$ cat config.mk
export PLATFORM = sky130hd
export DESIGN_NAME = demux_1to3_buf
export DESIGN_NICKNAME = d
export VERILOG_FILES = /design/src/rtl/demux_1to3_buf_pkg.sv /design/src/rtl/demux_1to3_buf_slot.sv /design/src/rtl/demux_1to3_buf.sv
export SDC_FILE = /design/constraint.sdc
export NUM_CORES = 1
export LEC_CHECK = 0
export CAP_MARGIN = 20
export CORE_ASPECT_RATIO = 0.5
export CORE_MARGIN = 2
export CORE_UTILIZATION = 55
export CTS_CLUSTER_SIZE = 10
export DETAILED_ROUTE_END_ITERATION = 10
export DONT_BUFFER_PORTS = 1
export PLACE_DENSITY = 0.69
export SLEW_MARGIN = 15
export SYNTH_ARGS = -nofsm -noshare
export SYNTH_HDL_FRONTEND = slang
export SYNTH_HIERARCHICAL = 1
export SYNTH_SLANG_ARGS = --single-unit
$ cat constraint.sdc
create_clock -name clk -period 2.3 [get_ports clk]
set_input_delay 0.69 -clock clk [delete_from_list [all_inputs] [get_ports clk]]
set_output_delay 0.69 -clock clk [all_outputs]
set_load 0.03 [all_outputs]
$ cat src/rtl/demux_1to3_buf_pkg.sv
// -----------------------------------------------------------------------------
// demux_1to3_buf_pkg
// Shared constants and types for the 1-to-3 buffered distributor.
//   WIDTH    : datapath word width
//   SEL_W    : destination select code width
//   CNT_W    : drop counter width
//   NUM_DST  : number of destination slots
//   DST0..2  : legal destination codes (everything else is dropped)
//   slot_state_t : per-slot occupancy state
// -----------------------------------------------------------------------------
package demux_1to3_buf_pkg;

   localparam int WIDTH   = 32;
   localparam int SEL_W   = 3;
   localparam int CNT_W   = 8;
   localparam int NUM_DST = 3;

   localparam logic [2:0] DST0 = 3'd0;
   localparam logic [2:0] DST1 = 3'd1;
   localparam logic [2:0] DST2 = 3'd2;

   // EMPTY/FULL occupancy of one destination buffer.  The encoding is chosen
   // so that the state bit doubles as the slot's valid flag.
   typedef enum logic {
      SLOT_EMPTY = 1'b0,
      SLOT_FULL  = 1'b1
   } slot_state_t;

endpackage : demux_1to3_buf_pkg

$ cat src/rtl/demux_1to3_buf_slot.sv
// -----------------------------------------------------------------------------
// demux_slot
// One-entry output buffer with a valid/ack consumer handshake.
// Ports:
//   clk      in   rising-edge clock
//   clr      in   asynchronous active-low reset
//   load     in   write din into the buffer at this edge
//   din      in   WIDTH  word to store
//   ack      in   consumer takes dout this cycle (ignored while EMPTY)
//   dout     out  WIDTH  stored word; only changes on load, kept after ack
//   valid    out  slot is FULL (this is the slot's state, exposed directly)
//   can_load out  slot can take a word this cycle (empty, or draining now)
// -----------------------------------------------------------------------------
module demux_slot
   import demux_1to3_buf_pkg::*;
#(
   parameter int WIDTH = demux_1to3_buf_pkg::WIDTH
) (
   input  logic             clk,
   input  logic             clr,
   input  logic             load,
   input  logic [WIDTH-1:0] din,
   input  logic             ack,
   output logic [WIDTH-1:0] dout,
   output logic             valid,
   output logic             can_load
);

   slot_state_t state_q;
   slot_state_t state_d;
   logic        ack_eff;

   // An ack is only meaningful when there is something to take.
   assign ack_eff  = ack & (state_q == SLOT_FULL);
   assign valid    = (state_q == SLOT_FULL);
   // A slot draining this cycle can be refilled in the same cycle, so a
   // stream into one destination runs without bubbles.
   assign can_load = (state_q == SLOT_EMPTY) | ack_eff;

   always_ff @(posedge clk or negedge clr) begin
      if (!clr) begin
         state_q <= SLOT_EMPTY;
      end else begin
         state_q <= state_d;
      end
   end

   always_comb begin
      state_d = state_q;
      case (state_q)
         SLOT_EMPTY: begin
            if (load) state_d = SLOT_FULL;
         end
         SLOT_FULL: begin
            // A load wins over a simultaneous ack: the slot stays FULL
            // holding the new word.
            if (load)         state_d = SLOT_FULL;
            else if (ack_eff) state_d = SLOT_EMPTY;
         end
         default: state_d = SLOT_EMPTY;
      endcase
   end

   // Data is not cleared on ack; it is only replaced by the next load.
   always_ff @(posedge clk or negedge clr) begin
      if (!clr) begin
         dout <= '0;
      end else if (load) begin
         dout <= din;
      end
   end

endmodule : demux_slot

$ cat src/rtl/demux_1to3_buf.sv
// -----------------------------------------------------------------------------
// demux_1to3_buf
// Steers one producer word to one of three one-entry output buffers selected
// by sig.  Codes outside 0..2 are accepted immediately and dropped, and a
// saturating counter records how many were dropped.
//
// Handshakes:
//   producer side  - a word transfers on a cycle where in_valid & in_ready.
//                    in_ready is combinational and depends on sig, so the
//                    producer holds in_data/sig/in_valid until it transfers.
//                    When in_valid is low sig is don't-care.
//   consumer side  - out_valid[n] high means outN holds an unconsumed word;
//                    a word is consumed on a cycle where out_valid[n] &
//                    out_ack[n].  Acks to empty slots are ignored, and any
//                    combination of slots may be acked in one cycle.
//
// Ports:
//   clk        in   rising-edge clock
//   clr        in   asynchronous active-low reset
//   in_data    in   WIDTH  producer word
//   sig        in   SEL_W  destination code (0/1/2 legal)
//   in_valid   in   producer offers a word
//   in_ready   out  word accepted this cycle if offered
//   out0..2    out  WIDTH  buffered words per destination
//   out_valid  out  3  per-slot FULL flags
//   out_ack    in   3  per-slot consumer acks
//   drop_cnt   out  CNT_W  saturating count of dropped illegal-code words
// -----------------------------------------------------------------------------
module demux_1to3_buf
   import demux_1to3_buf_pkg::*;
#(
   parameter int WIDTH = demux_1to3_buf_pkg::WIDTH,
   parameter int SEL_W = demux_1to3_buf_pkg::SEL_W,
   parameter int CNT_W = demux_1to3_buf_pkg::CNT_W
) (
   input  logic             clk,
   input  logic             clr,
   input  logic [WIDTH-1:0] in_data,
   input  logic [SEL_W-1:0] sig,
   input  logic             in_valid,
   output logic             in_ready,
   output logic [WIDTH-1:0] out0,
   output logic [WIDTH-1:0] out1,
   output logic [WIDTH-1:0] out2,
   output logic [2:0]       out_valid,
   input  logic [2:0]       out_ack,
   output logic [CNT_W-1:0] drop_cnt
);

   logic [NUM_DST-1:0] dst_hot;
   logic               legal;
   logic               accept;
   logic               drop;
   logic [NUM_DST-1:0] load;
   logic [NUM_DST-1:0] can_load;
   logic [WIDTH-1:0]   slot_dout [NUM_DST];

   // Select decode and ready mux.  Illegal codes are always ready because
   // they never need buffer space.
   always_comb begin
      dst_hot  = '0;
      legal    = 1'b0;
      in_ready = 1'b1;
      case (sig)
         SEL_W'(DST0): begin
            dst_hot[0] = 1'b1;
            legal      = 1'b1;
            in_ready   = can_load[0];
         end
         SEL_W'(DST1): begin
            dst_hot[1] = 1'b1;
            legal      = 1'b1;
            in_ready   = can_load[1];
         end
         SEL_W'(DST2): begin
            dst_hot[2] = 1'b1;
            legal      = 1'b1;
            in_ready   = can_load[2];
         end
         default: begin
            dst_hot  = '0;
            legal    = 1'b0;
            in_ready = 1'b1;
         end
      endcase
   end

   assign accept = in_valid & in_ready;
   assign load   = dst_hot & {NUM_DST{accept}};
   assign drop   = accept & ~legal;

   for (genvar n = 0; n < NUM_DST; n++) begin : g_slot
      demux_slot #(
         .WIDTH (WIDTH)
      ) u_slot (
         .clk      (clk),
         .clr      (clr),
         .load     (load[n]),
         .din      (in_data),
         .ack      (out_ack[n]),
         .dout     (slot_dout[n]),
         .valid    (out_valid[n]),
         .can_load (can_load[n])
      );
   end

   assign out0 = slot_dout[0];
   assign out1 = slot_dout[1];
   assign out2 = slot_dout[2];

   // Saturates at all-ones so a flood of bad codes cannot wrap back to a
   // small, misleading count.
   always_ff @(posedge clk or negedge clr) begin
      if (!clr) begin
         drop_cnt <= '0;
      end else if (drop && (drop_cnt != {CNT_W{1'b1}})) begin
         drop_cnt <= drop_cnt + 1'b1;
      end
   end

endmodule : demux_1to3_buf

### Word-level counts from Yosys, hierarchy flattened

Index checks and enable logic that the tools add are counted.

| word-level totals | value |
|---|---|
| output and inout port bits | 108 |
| input port bits | 41 |
| logic and storage cells | 44 |
| bits in registers | 107 |

| operators by class | value |
|---|---|
| $add $sub $neg | 1 |
| eq/ne operators | 3 |
| mux-type cells | 17 |
| bitwise operators | 13 |
| reductions and logical operators | 3 |

Operators with widths:

| cell | number |
|---|---|
| $mux 1 | 13 |
| $add 8x1->8 const B | 1 |
| $ne 8x8->1 const B | 1 |
| $pmux 1 s2 | 3 |
| $and 1x1->1 | 5 |
| $not 1->1 | 4 |
| $and 3x3->3 | 1 |
| $eq 3x1->1 const B | 1 |
| $eq 3x2->1 const B | 1 |
| $logic_not 3->1 | 1 |
| $or 1x1->1 | 3 |
| $pmux 1 s3 | 1 |
| $reduce_or 3->1 | 1 |
| $logic_and 1x1->1 | 1 |

### Longest topological paths before layout

| logic depth | value |
|---|---|
| depth after elaboration | 7 |
| gate-level depth with buffers | 6 |
| depth with buffers taken out | 4 |

### Hierarchy

The synthesis kept the hierarchy.

Modules (own cells, without submodules):

| module | times used | cells an instance | area each (um2) | sequential area each (um2) |
|---|---|---|---|---|
| demux_slot | 3 | 71 | 1378.8 | 825.8 |
| demux_1to3_buf | 1 | 51 | 513.0 | 200.2 |

### Worst setup path after synthesis

Ideal clock, no wire load.

| timing | value |
|---|---|
| kind | input to output |
| start point | input sig[0] |
| end point | output in_ready |
| arrival | 1485 ps |
| slack | 125 ps |
| data required time | 1610 ps |
| stages on the path | 4 |
| path buffers | 1 |
| cell sequence | buf_2 > nor2b_1 > a211oi_1 > o21bai_1 |

| between the ends | value |
|---|---|
| cells in the longest elaborated chain, start to end | 2 |
| elaborated cells between the ends (all ways) | 4 |
| classes of those cells | 2 x eq/ne; 1 x mux; 1 x reduce/logical |

RTL lines:

| what | RTL line | RTL |
|---|---|---|
| start, declared | demux_1to3_buf.sv:39 | `input logic [SEL_W-1:0] sig,` |
| $eq 3x2->1 (tied with other cells) | demux_1to3_buf.sv:64 | `case (sig)` |
| $pmux 1 s3 (*) | demux_1to3_buf.sv:64 |  |
| end, declared | demux_1to3_buf.sv:41 | `output logic in_ready,` |

Mark *: on every way between the ends. The rest lies on a longest branch, timed or not.

### Worst setup path in the final report

| timing | value |
|---|---|
| start point | input out_ack[0] |
| end point | output in_ready |

| between the ends | value |
|---|---|
| cells in the longest elaborated chain, start to end | 3 |

RTL lines:

| what | RTL line | RTL |
|---|---|---|
| start, declared | demux_1to3_buf.sv:46 | `input logic [2:0] out_ack,` |
| $and 1x1->1 | demux_1to3_buf_slot.sv:34 | `assign ack_eff = ack & (state_q == SLOT_FULL);` |
| $or 1x1->1 | demux_1to3_buf_slot.sv:38 | `assign can_load = (state_q == SLOT_EMPTY) \| ack_eff;` |
| $pmux 1 s3 | demux_1to3_buf.sv:64 |  |

No other way between the ends.

==> results.sh <==
export IMPL_slew_headroom_pct=66.8
export IMPL_ys_warn_count=6
export IMPL_viasPerCell=5.73
export IMPL_synth_area_per_cell_um2=17.6
export IMPL_htree_levels=3
export IMPL_ctsResizeCount=0
export IMPL_drive_above_1_share_pct=47.3
export IMPL_initial_core_util_pct=57.3
export IMPL_crit_path_start_kind="primary input"
export IMPL_cts_clk_slew_worst_paths_ns=0.07
export IMPL_leakage_uw=0.00227
export IMPL_peakVddDrop_mv=0.544
export IMPL_fp_dieW_um=134
export IMPL_placementRows=23
export IMPL_wire_per_inst_um=22.9
export IMPL_clock_path_buffers=2
export IMPL_final_nets=314
export IMPL_synth_cells=264
export IMPL_syn_cell_area_um2=4650
export IMPL_power_uw=5900
export IMPL_worstHoldPathType="primary input to asynchronous set/reset pin"
export IMPL_cts_root_buffer="clkbuf_16"
export IMPL_antenna_found_initial=0
export IMPL_drc=0
export IMPL_fin_setup_tns_ns=0
export IMPL_wl_met3_um=913
export IMPL_io_pins=149
export IMPL_top_layer="met4"
export IMPL_syn_to_final_growth_pct=7.19
export IMPL_cts_tree="built"
export IMPL_maxSlewViolCount=0
export IMPL_fin_crit_ns=2.16
export IMPL_ys_types=33
export IMPL_diodes=0
export IMPL_status="finished clean"
export IMPL_worstPathArrival_ns=1.47
export IMPL_post_route_period_util_pct=94.0
export IMPL_vias=2229
export IMPL_first_global_vias=2417
export IMPL_worstSkewPairLatency_ns=0.34
export IMPL_numCtsBuffers=9
export IMPL_fmax_ghz=0.462
export IMPL_postCtsSetupBuffers=0
export IMPL_rsz0062_at_grt="no"
export IMPL_grt_overflow=0
export IMPL_holdBufCountCts=0
export IMPL_synth_seq_cells=107
export IMPL_cts_sinks=107
export IMPL_drt_iter0_drc=75
export IMPL_dr_pass1_iters=3
export IMPL_grtUsageTotal_pct=20.1
export IMPL_grt_max_degree=108
export IMPL_synthSimpleGateAreaFrac_pct=4.01
export IMPL_postRouteAntennaNets=0
export IMPL_ff2ff_setup_slack_ns=0.59
export IMPL_synth_compound_area_share_pct=1.56
export IMPL_coreArea_um2=8120
export IMPL_worst_pin_slew_ns=0.497
export IMPL_synth_adder_area_share_pct=0.269
export IMPL_synth_mux_area_share_pct=31.2
export IMPL_fill_cells=605
export IMPL_power_density_nw_per_um2=1180
export IMPL_worstPathMaxFanout=3
export IMPL_dieArea_um2=9250
export IMPL_synth_yosys_seq_area_share_pct=57.6
export IMPL_grt_pass1_wl_mm=14.4
export IMPL_wl_mm=8.90
export IMPL_worst_setup_path_end_kind="output pin"
export IMPL_die_height_um=69.0
export IMPL_synth_nets=306
export IMPL_synthXorXnorAreaFrac_pct=0.565
export IMPL_hpwlAfterDp_mm=6.15
export IMPL_skew_ns=0.00706
export IMPL_route_met2_wl_mm=4.14
export IMPL_m1WireLength_mm=3.80
export IMPL_final_hold_viol_count=0
export IMPL_critPathKind="primary input to output pin"
export IMPL_drv_cap=0
export IMPL_port_buffers=0
export IMPL_synth_top_family_by_area="multiplexers"
export IMPL_worstPathRequired_ns=1.61
export IMPL_gp_congestion=0.716
export IMPL_setup_viol=0
-- metrics by stage --
step | worst slack [ns] | area, um2 | util, % | instances | hold slack, ns
2_1_floorplan | 0.125 | 4650 | - | 264 | 0.394
4_1_cts | 0.125 | 4980 | 61.4 | 389 | 0.0315
3_5_place_dp | 0.134 | 4690 | 57.8 | 373 | 0.396
3_3_place_gp | 0.116 | 4690 | 57.8 | 373 | 0.396
5_1_grt | 0.0107 | 4980 | 61.4 | 389 | 0.0154
6_report | 0.138 | 4980 | 61.4 | 389 | 0.0419
-- registers in the layout, indices dropped and copies added (netlist names) --
register,flops
g_slot.u_slot/valid,3
drop_cnt,8
g_slot.u_slot/dout,96
-- kinds of logic after synthesis --
family / Yosys count
and+or+nand+nor: 30
AOI/OAI and AO/OA: 9
DFF: 107
xor gates and xnor gates: 3
adders and majority gates: 1
buffers and inverters: 14
muxes: 100
-- worst max-delay path, stage by stage --
cell and delay [ns]:
nand2b_1 0.16, nor2b_1 0.14, a211oi_1 0.21, o21bai_1 0.10, buf_4 0.17
-- power breakdown --
| group | switching, uW | internal (uW) | total [uW] |
|---|---|---|---|
| clock | 680 | 808 | 1490 |
| sequential | 1350 | 2310 | 3660 |
| combinational | 194 | 558 | 752 |
| total | 2220 | 3680 | 5900 |
-- cell usage in the layout (no fill, tap or decap), types with 2 or more instances in the layout --
cell type,instances
nand2_1,5
nor3_1,2
mux2_1,2
mux2_4,87
nand3_1,3
a211oi_1,3
inv_6,2
mux2_2,10
xor2_1,2
buf_4,8
buf_12,2
clkbuf_8,2
clkbuf_16,9
dfrtp_1,107
nor3_2,2
nand2b_1,8
clkinv_4,3
-- cells in the mapped netlist --
library cell  count  area (um2)
nor4_2            1        12.5
xnor2_1           1        8.76
a21o_1            1        7.51
nand4_1           1        6.26
buf_6             3        33.8
nor2b_1           1        6.26
inv_1             1        3.75
xor2_1            2        17.5
nand4_2           1        12.5
nand3_1           3        15.0
ha_1              1        12.5
dfrtp_1         107        2680
o21bai_1          1        7.51
mux2_2           10         113
mux2i_1           1        10.0
nor3b_1           1        7.51
mux2_1            2        22.5
a211oi_1          3        22.5
and4_1            1        8.76
nor3_1            4        20.0
buf_12            9         180
o211ai_2          1        12.5
mux2_4           87        1310
nor4b_1           1        8.76
buf_2             1        5.00
nor2_1            1        3.75
nand2b_1          8        50.1
a21oi_2           1        8.76
a21oi_1           1        5.00
and3_1            1        6.26
and4_2            1        10.0
nand2_1           5        18.8
a41oi_1           1        8.76
-- cell type report --
| class | count | area (um2) | share of cell area [%] |
|---|---|---|---|
| Timing Repair Buffer | 10 | 100 | 2.01 |
| Clock inverter | 5 | 43.8 | 0.879 |
| Inverter | 1 | 3.75 | 0.0753 |
| Sequential cell | 107 | 2680 | 53.7 |
| Clock buffer | 11 | 253 | 5.07 |
| Tap cell | 112 | 140 | 2.81 |
| Multi-Input combinational cell | 143 | 1770 | 35.4 |
-- per-layer routing --
metal  vias to the layer above  GRT usage (%)
met5                         -              0
met4                         0           3.51
li1                        944              -
met1                      1183           26.2
met3                         6           10.1
met2                        96           31.1
-- path summary, 6_finish.rpt --
check,to,cells after the start,startpoint
worst max register to register,drop_cnt[1],4,drop_cnt[0]
max in group asynchronous,g_slot[1].u_slot/dout[20],0,clr
worst min register to register,g_slot[0].u_slot/valid,2,g_slot[0].u_slot/valid
worst min-delay path,g_slot[2].u_slot/dout[16],0,clr
worst max-delay path,in_ready,5,out_ack[0]
min in group clk,g_slot[2].u_slot/dout[16],1,in_data[16]
(Power assumes the default switching activity.)
